## src/rtl/reg_read_stage.sv

```systemverilog
// Register-read stage: resolves source operands against a per-register pending-write
// scoreboard, bypasses same-cycle commits, and holds one instruction in an output register.
module reg_read_stage #(
    parameter int XLEN  = 32,
    parameter int IID_W = 8,
    parameter int SB_W  = 2
) (
    input  logic                  clk,
    input  logic                  rst_n,
    input  logic                  in_valid,
    output logic                  in_ready,
    input  logic [XLEN-1:0]       in_pc,
    input  logic [31:0]           in_inst,
    input  logic [IID_W-1:0]      in_inst_id,
    input  logic [4:0]            in_rs1_addr,
    input  logic [4:0]            in_rs2_addr,
    input  logic                  in_rs1_use,
    input  logic                  in_rs2_use,
    input  logic                  in_rf_wen,
    input  logic [4:0]            in_rd_addr,
    input  logic [31:0][XLEN-1:0] regfile,
    input  logic                  wb_valid,
    input  logic                  wb_rf_wen,
    input  logic [4:0]            wb_reg_addr,
    input  logic [XLEN-1:0]       wb_wdata,
    input  logic                  flush,
    output logic                  out_valid,
    input  logic                  out_ready,
    output logic [XLEN-1:0]       out_pc,
    output logic [31:0]           out_inst,
    output logic [IID_W-1:0]      out_inst_id,
    output logic                  out_rf_wen,
    output logic [4:0]            out_rd_addr,
    output logic [XLEN-1:0]       out_rs1_data,
    output logic [XLEN-1:0]       out_rs2_data,
    output logic [31:0]           stall_cycles,
    output logic                  sb_underflow
);

    localparam logic [SB_W-1:0] CNT_ONE = SB_W'(1);
    localparam logic [SB_W-1:0] CNT_MAX = '1;

    logic [31:0][SB_W-1:0] cnt_view;
    logic [31:0]           uf_hit;
    logic                  wb_commit;
    logic                  waw_block;
    logic                  fire;
    logic [1:0][4:0]       src_addr;
    logic [1:0]            src_use;
    logic [1:0]            src_block;
    logic [1:0][XLEN-1:0]  src_data;

    assign wb_commit = wb_valid & wb_rf_wen;
    assign src_addr  = {in_rs2_addr, in_rs1_addr};
    assign src_use   = {in_rs2_use, in_rs1_use};

    // Index 0 is rs1, index 1 is rs2. A single pending writer may be satisfied
    // by a commit of the same register in this very cycle.
    genvar gi;
    generate
        for (gi = 0; gi < 2; gi++) begin : g_src
            logic [SB_W-1:0] cnt_s;
            logic            live;
            logic            hit;

            assign cnt_s = cnt_view[src_addr[gi]];
            assign live  = src_use[gi] & (src_addr[gi] != 5'd0);
            assign hit   = wb_commit & (wb_reg_addr == src_addr[gi]);
            assign src_block[gi] = live & ((cnt_s > CNT_ONE) | ((cnt_s == CNT_ONE) & !hit));
            assign src_data[gi]  = !live ? '0 :
                                   ((cnt_s == CNT_ONE) & hit) ? wb_wdata :
                                   regfile[src_addr[gi]];
        end
    endgenerate

    assign waw_block = in_rf_wen & (in_rd_addr != 5'd0) & (cnt_view[in_rd_addr] == CNT_MAX);
    assign in_ready  = !flush & !(|src_block) & !waw_block & (!out_valid | out_ready);
    assign fire      = in_valid & in_ready;

    // x0 never has writers in flight; every other register owns a pending counter.
    generate
        for (gi = 0; gi < 32; gi++) begin : g_cnt
            if (gi == 0) begin : g_zero
                assign cnt_view[gi] = '0;
                assign uf_hit[gi]   = 1'b0;
            end else begin : g_reg
                logic [SB_W-1:0] cnt_reg;
                logic            inc;
                logic            dec;

                assign inc = fire & in_rf_wen & (in_rd_addr == 5'(gi));
                assign dec = wb_commit & (wb_reg_addr == 5'(gi));
                assign uf_hit[gi]   = dec & !inc & (cnt_reg == '0);
                assign cnt_view[gi] = cnt_reg;

                always_ff @(posedge clk or negedge rst_n) begin
                    if (!rst_n) begin
                        cnt_reg <= '0;
                    end else if (flush) begin
                        cnt_reg <= '0;
                    end else if (inc & !dec) begin
                        cnt_reg <= cnt_reg + CNT_ONE;
                    end else if (dec & !inc & (cnt_reg != '0)) begin
                        cnt_reg <= cnt_reg - CNT_ONE;
                    end
                end
            end
        end
    endgenerate

    always_ff @(posedge clk or negedge rst_n) begin
        if (!rst_n) begin
            out_valid    <= 1'b0;
            out_pc       <= '0;
            out_inst     <= '0;
            out_inst_id  <= '0;
            out_rf_wen   <= 1'b0;
            out_rd_addr  <= '0;
            out_rs1_data <= '0;
            out_rs2_data <= '0;
        end else if (flush) begin
            out_valid <= 1'b0;
        end else if (fire) begin
            out_valid    <= 1'b1;
            out_pc       <= in_pc;
            out_inst     <= in_inst;
            out_inst_id  <= in_inst_id;
            out_rf_wen   <= in_rf_wen;
            out_rd_addr  <= in_rd_addr;
            out_rs1_data <= src_data[0];
            out_rs2_data <= src_data[1];
        end else if (out_ready) begin
            out_valid <= 1'b0;
        end
    end

    always_ff @(posedge clk or negedge rst_n) begin
        if (!rst_n) begin
            stall_cycles <= '0;
            sb_underflow <= 1'b0;
        end else begin
            if (in_valid & !in_ready & !flush & (stall_cycles != '1)) begin
                stall_cycles <= stall_cycles + 32'd1;
            end
            if (!flush & (|uf_hit)) begin
                sb_underflow <= 1'b1;
            end
        end
    end

endmodule

```

## config.mk

```make
export PLATFORM = sky130hd
export DESIGN_NAME = reg_read_stage
export DESIGN_NICKNAME = d
export VERILOG_FILES = /design/src/rtl/reg_read_stage.sv
export SDC_FILE = /design/constraint.sdc
export NUM_CORES = 1
export LEC_CHECK = 0
export CORE_AREA = 2 2 516 518
export DETAILED_ROUTE_END_ITERATION = 10
export DIE_AREA = 0 0 518 520
export PLACE_DENSITY = 0.3
export SETUP_SLACK_MARGIN = 0.02
export SYNTH_ARGS = -nofsm -noshare
export SYNTH_HDL_FRONTEND = slang
export SYNTH_SLANG_ARGS = --single-unit
```

## constraint.sdc

```tcl
create_clock -name clk -period 3.7 [get_ports clk]
set_input_delay 0.74 -clock clk [delete_from_list [all_inputs] [get_ports clk]]
set_output_delay 0.74 -clock clk [all_outputs]
set_load 0.05 [all_outputs]
```

Word-level counts from Yosys, hierarchy flattened:

Index checks and enable logic that the tools add are counted.

* register bits: 238
* latch bits: 0
* bits in writable memories: 0
* bits in read-only memories: 0
* input bits: 1158
* output and inout port bits: 177
* word-level logic and storage cells: 668
* memories kept: 0

* add/sub/neg operators: 63
* $mul: 0
* div/mod/pow operators: 0
* magnitude comparators: 5
* eq/ne operators: 68
* shift-type cells: 0
* mux-type cells: 110
* bitwise operators: 212
* reduce and logical (&&, ||, !) cells: 169

Operators by type and width (number)
* $bmux 32 s5: 2
* $and 1x1->1: 208
* $mux 2: 96
* $mux 32: 6
* $eq 5x5->1 const B: 32
* $reduce_bool 3->1: 32
* $eq 5x4->1 const B: 16
* $logic_not 1->1: 69
* $add 2x1->2 const B: 31
* $logic_not 2->1: 31
* $reduce_bool 2->1: 31
* $sub 2x1->2 const B: 31
* $eq 5x3->1 const B: 8
* $add 32x1->32 const B: 1
* $ne 32x32->1 const B: 1
* $reduce_or 31->1: 1
* $bmux 2 s5: 3
* $eq 5x2->1 const B: 4
* $lt 5x6->1 const B: 3
* $reduce_bool 5->1: 3
* $eq 5x1->1 const B: 2
* $eq 5x5->1: 2
* $eq 2x1->1 const B: 2
* $gt 2x1->1 const B: 2
* other kinds (6): 10

Depth between registers and ports, before layout:

* depth in word-level cells: 20
* mapped depth: 16

Least setup slack after synthesis:

No wires, ideal clock.

* path kind: input-to-output
* start: in in_rs2_addr[1]
* end: out in_ready
* data arrival time: 2999 ps
* data required time: 2960 ps
* setup slack: -39 ps
* cell stages on the path: 12
* cells stage by stage: buf_4 > buf_4 > buf_2 > mux4_2 > o21ai_0 > a21o_1 > o211ai_1 > o21bai_1 > nand4_4 > buf_4 > buf_2 > inv_1

* word-level cells in the longest chain between the ends: 11
* elaborated cells between the ends (all ways): 17
* classes of those cells: 1 x order compare; 2 x eq/ne; 2 x mux; 8 x bitwise; 4 x reduce/logical

Ends and longest elaborated chain
* from (decl): line 16 `input logic [4:0] in_rs2_addr,`
* $bmux 2 s5 / $eq 5x5->1 (equally long branches): line 66, 68
* $mux 2 (implied by the code) / $and 1x1->1 (equally long branches): line 66, 68
* $eq 2x1->1 / $logic_not 1->1 (equally long branches): line 69 `assign src_block[gi] = live & ((cnt_s > CNT_ONE) | ((cnt_s == CNT_ONE) & !hit));`
* $and 1x1->1: line 69
* $or 1x1->1: line 69
* $and 1x1->1 (*): line 69
* $reduce_or 2->1 (*): line 77 `assign in_ready = !flush & !(|src_block) & !waw_block & (!out_valid | out_ready);`
* $logic_not 1->1 (*): line 77
* $and 1x1->1 (*) (3 in series): line 77
* to (decl): line 11 `output logic in_ready,`

Every way passes the cells marked *; elsewhere a longest branch is shown, timed or not. The select of a mux whose other input is x is not followed.

Worst setup path in the final report:

* start: in in_rd_addr[3]
* end: out in_ready

* word-level cells in the longest chain between the ends: 7
* elaborated cells between the ends (all ways): 9
* classes of those cells: 1 x eq/ne; 2 x mux; 4 x bitwise; 2 x reduce/logical

Ends and longest elaborated chain
* from (decl): line 20 `input logic [4:0] in_rd_addr,`
* $bmux 2 s5: line 76 `assign waw_block = in_rf_wen & (in_rd_addr != 5'd0) & (cnt_view[in_rd_addr] == CNT_MAX);`
* $mux 2 (implied by the code): line 76
* $eq 2x2->1: line 76
* $and 1x1->1 (*): line 76
* $logic_not 1->1 (*): line 77
* $and 1x1->1 (*) (2 in series): line 77

Marked as above.

==> results.py <==
metrics = {
    "outcome": {
        "outcome": "finished, violations left",
        "violations": "setup timing",
    },
    "route": {
        "first_pass_iters": 7,
        "drt-met1-wl_mm": 121,
        "postRouteAntennaNets": 0,
        "wl_met3_mm": 20.8,
        "met2WireLength_mm": 143,
        "routed_via_density": 4.37,
        "wl_per_cell_um": 37.1,
        "top_layer_used": "met5",
        "dr_total_vias": 34600,
        "drt_iter0_markers": 2589,
        "drc": 0,
        "routed_wl_mm": 294,
    },
    "clock_network": {
        "cts.htree.levels": 2,
        "clk_pin_slew_ps": 50,
        "cts_made_buffers": 35,
        "cts_tree": "done",
        "clk_latency_ps": 580,
        "clock-root-buffer": "clkbuf_16",
        "clock_sinks": 238,
        "cts_max_path_buffers": 3,
        "ctsHoldBuffers": 0,
    },
    "grt": {
        "grt_pass1_vias": 35200,
        "antenna_found_initial": 180,
        "grt_pass1_wl_mm": 375,
        "grt_max_degree": 94,
        "grt-ovfl-total": 0,
        "grt_usage_pct": 20.9,
    },
    "timing": {
        "slew_headroom_pct": 35.6,
        "slew_violations": 0,
        "setup_viol": 1,
        "hold_violations": 0,
        "period_minus_slack_ps": 3780,
        "tns_ps": -81.1,
        "worstMarginPinSlew_ps": 966,
        "timing.final.ws_setup_ps": -81.1,
        "fmax_mhz": 264,
        "finClkSkew_ps": 24.4,
        "rsz0062_at_grt": "yes",
        "period_share_pct": 102,
    },
    "logic_synthesis": {
        "ys_ff_latch": 238,
        "synthesis.area_mm2": 0.0296,
        "synth_flop_cell": "dfrtp_1",
        "synth_edf_count": 0,
        "yosysUniqueCellTypes": 79,
        "muxShareOfSynthArea_pct": 47.3,
        "syn_area_per_cell_um2": 10.8,
        "synth-simple-area-share_pct": 10.5,
        "synth_warnings": 0,
        "synth_compound_area_share_pct": 16.0,
        "ys_seq_area_share_pct": 20.1,
        "synth_top_family_by_area": "multiplexers",
        "async_flop_share_pct": 100,
        "synth-adder-area-share_pct": 0.0422,
        "synth-xor-area-share_pct": 1.45,
        "postSynthCellCount": 2755,
        "syn-num-nets": 3914,
    },
    "layout": {
        "fill_cells": 29200,
        "area.growth.synth_to_final_pct": 75.4,
        "seqCellArea_mm2": 0.00596,
        "drive_above_1_share_pct": 26.9,
        "num-nets-final": 5461,
        "largest_reg_flops": 62,
        "final_util_pct": 19.7,
        "multiInputGateArea_mm2": 0.0225,
    },
    "floorplan": {
        "die_area_mm2": 0.269,
        "start_util_pct": 11.2,
        "io_pins": 1335,
        "die_w_um": 518,
        "rows": 189,
        "coreArea_mm2": 0.264,
        "die_height_um": 520,
    },
    "worst_setup_path": {
        "startpoint": "in_rd_addr[3]",
        "start_kind": "primary input",
        "endpoint_kind": "output pin",
        "r2r-start": "g_cnt[30].g_reg.cnt_reg[0]",
        "crit_arrival_ps": 3040,
        "worst-r2r-setup-slack_ps": 180,
        "path_class": "primary input to output pin",
        "crit_fanout": 6,
        "worstPathRequired_ps": 2960,
    },
    "flow_run": {
        "max-cap-violations": 0,
    },
    "power": {
        "p_per_area_mw_per_mm2": 306,
        "p_leak_nw": 18.8,
        "vdd_drop_max_uv": 331,
    },
    "place": {
        "dp_hpwl_mm": 251,
        "globalplace.congestion": 0.915,
        "portBuffers": 1334,
    },
    "hold_path": {
        "min_path_type": "primary input to async pin",
    },
}
## cells in the final DEF (no fill, tap or decap), types with 19 or more instances in the layout
cell type	count
clkdlybuf4s50_1	1320
a21oi_1	169
nor2_1	185
nand3_1	46
buf_12	47
a221oi_1	101
mux2i_1	247
a211oi_1	27
buf_4	413
a22oi_1	52
clkbuf_16	38
mux2_2	84
xor2_1	24
mux4_2	470
nor3_1	36
xnor2_1	24
dfrtp_1	233
o211ai_1	39
nand2_1	222
nand2b_1	22
diode_2	62
o31ai_1	67
inv_1	19
o21ai_0	99
## stage by stage
stage	power, mW	cells	setup WS, ps	hold WS, ps	area (um2)
2_1_floorplan	7.47	2755	43.5	444	29600
3_3_place_gp	12.5	7791	-1150	465	50300
3_5_place_dp	12.5	7791	-1130	466	50300
4_1_cts	16.2	7853	-169	225	51600
5_1_grt	16.6	7895	-144	195	51900
6_report	15.9	7922	-81.1	154	52000
## repair_timing
action	CTS	global route
pin swaps	4	6
buffers inserted	2	4
gates cloned	0	3
endpoints found under the setup margin	46	23
gates resized for setup	19	26
endpoints found under the hold margin	0	0
## synth_stat cells, drive strengths merged (4+ instances only)
| cell | number | share of area [%] |
|---|---|---|
| mux4 | 470 | 36 |
| mux2i | 248 | 8.4 |
| dfrtp | 238 | 20 |
| nand2 | 222 | 2.8 |
| nor2 | 189 | 2.4 |
| clkbuf | 174 | 2.2 |
| a21oi | 169 | 2.9 |
| buf | 120 | 2.1 |
| o21ai | 107 | 1.8 |
| a221oi | 104 | 3.1 |
| mux2 | 84 | 3.2 |
| o31ai | 67 | 1.7 |
| a22oi | 52 | 1.3 |
| nand3 | 47 | 0.81 |
| nor3 | 45 | 0.88 |
| o211ai | 39 | 0.99 |
| a211oi | 27 | 0.68 |
| inv | 25 | 0.32 |
| xor2 | 25 | 0.74 |
| xnor2 | 24 | 0.71 |
| nand2b | 22 | 0.46 |
| nor4 | 22 | 0.55 |
| nor2b | 20 | 0.42 |
| nand4 | 17 | 0.43 |
| o2111ai | 17 | 0.50 |
| or3 | 17 | 0.38 |
| a311oi | 15 | 0.46 |
| o21a | 15 | 0.38 |
| a32oi | 14 | 0.41 |
| and2 | 13 | 0.27 |
| and3 | 10 | 0.21 |
| or2 | 10 | 0.21 |
| o22ai | 7 | 0.15 |
| a221o | 5 | 0.17 |
| and3b | 5 | 0.15 |
| o21bai | 5 | 0.13 |
| o221ai | 5 | 0.15 |
| or4 | 5 | 0.15 |
| a21o | 4 | 0.10 |
| a31oi | 4 | 0.084 |
| nand3b | 4 | 0.10 |
| o2111a | 4 | 0.15 |
## worst max-delay path, stage by stage
cell and delay (ps):
clkdlybuf4s50_1 540, and3b_1 190, a311o_1 320, a41oi_1 220, o211ai_1 220, nor3_4 250
nand4_4 160, buf_8 180, clkinvlp_4 70, buf_12 130
## metal layers
| layer | up-vias | global-route usage [%] |
|---|---|---|
| li1 | 14500 | - |
| met1 | 17900 | 25.8 |
| met2 | 1754 | 35.8 |
| met3 | 356 | 5.26 |
| met4 | 78 | 5.90 |
| met5 | - | 0 |
## path summary, 6_finish.rpt
path,to,depth (start not counted)
worst max-delay path,in_ready,10
worst min-delay path,stall_cycles[5],1
worst max register to register,sb_underflow,12
worst min register to register,out_rs1_data[0],2
max in group asynchronous,out_pc[12],2
min in group clk,out_rs1_data[0],2
## layout make-up
class | count | area share [%]
multi-input cells | 2198 | 43.3
flip-flops and latches | 238 | 11.5
inverters | 25 | 0.217
diodes | 62 | 0.299
repair buffers | 1804 | 33.9
clock inverters | 12 | 0.301
well taps | 3533 | 8.51
clock buffers | 50 | 1.97
## cells by family after synthesis
kind of cell               count (synthesis)
xor gates and xnor gates                  49
and+or+nand+nor                          657
AOI/OAI and AO/OA                        689
adders and majority gates                  1
buffers and inverters                    319
DFF                                      238
muxes                                    802
## power by group
part	internal [mW]	switching, mW
Clock	2.08	1.51
Combinational	3.83	5.02
Sequential	3.07	0.401
Total	8.98	6.93
Note: power is estimated with default switching activity, not from simulation.
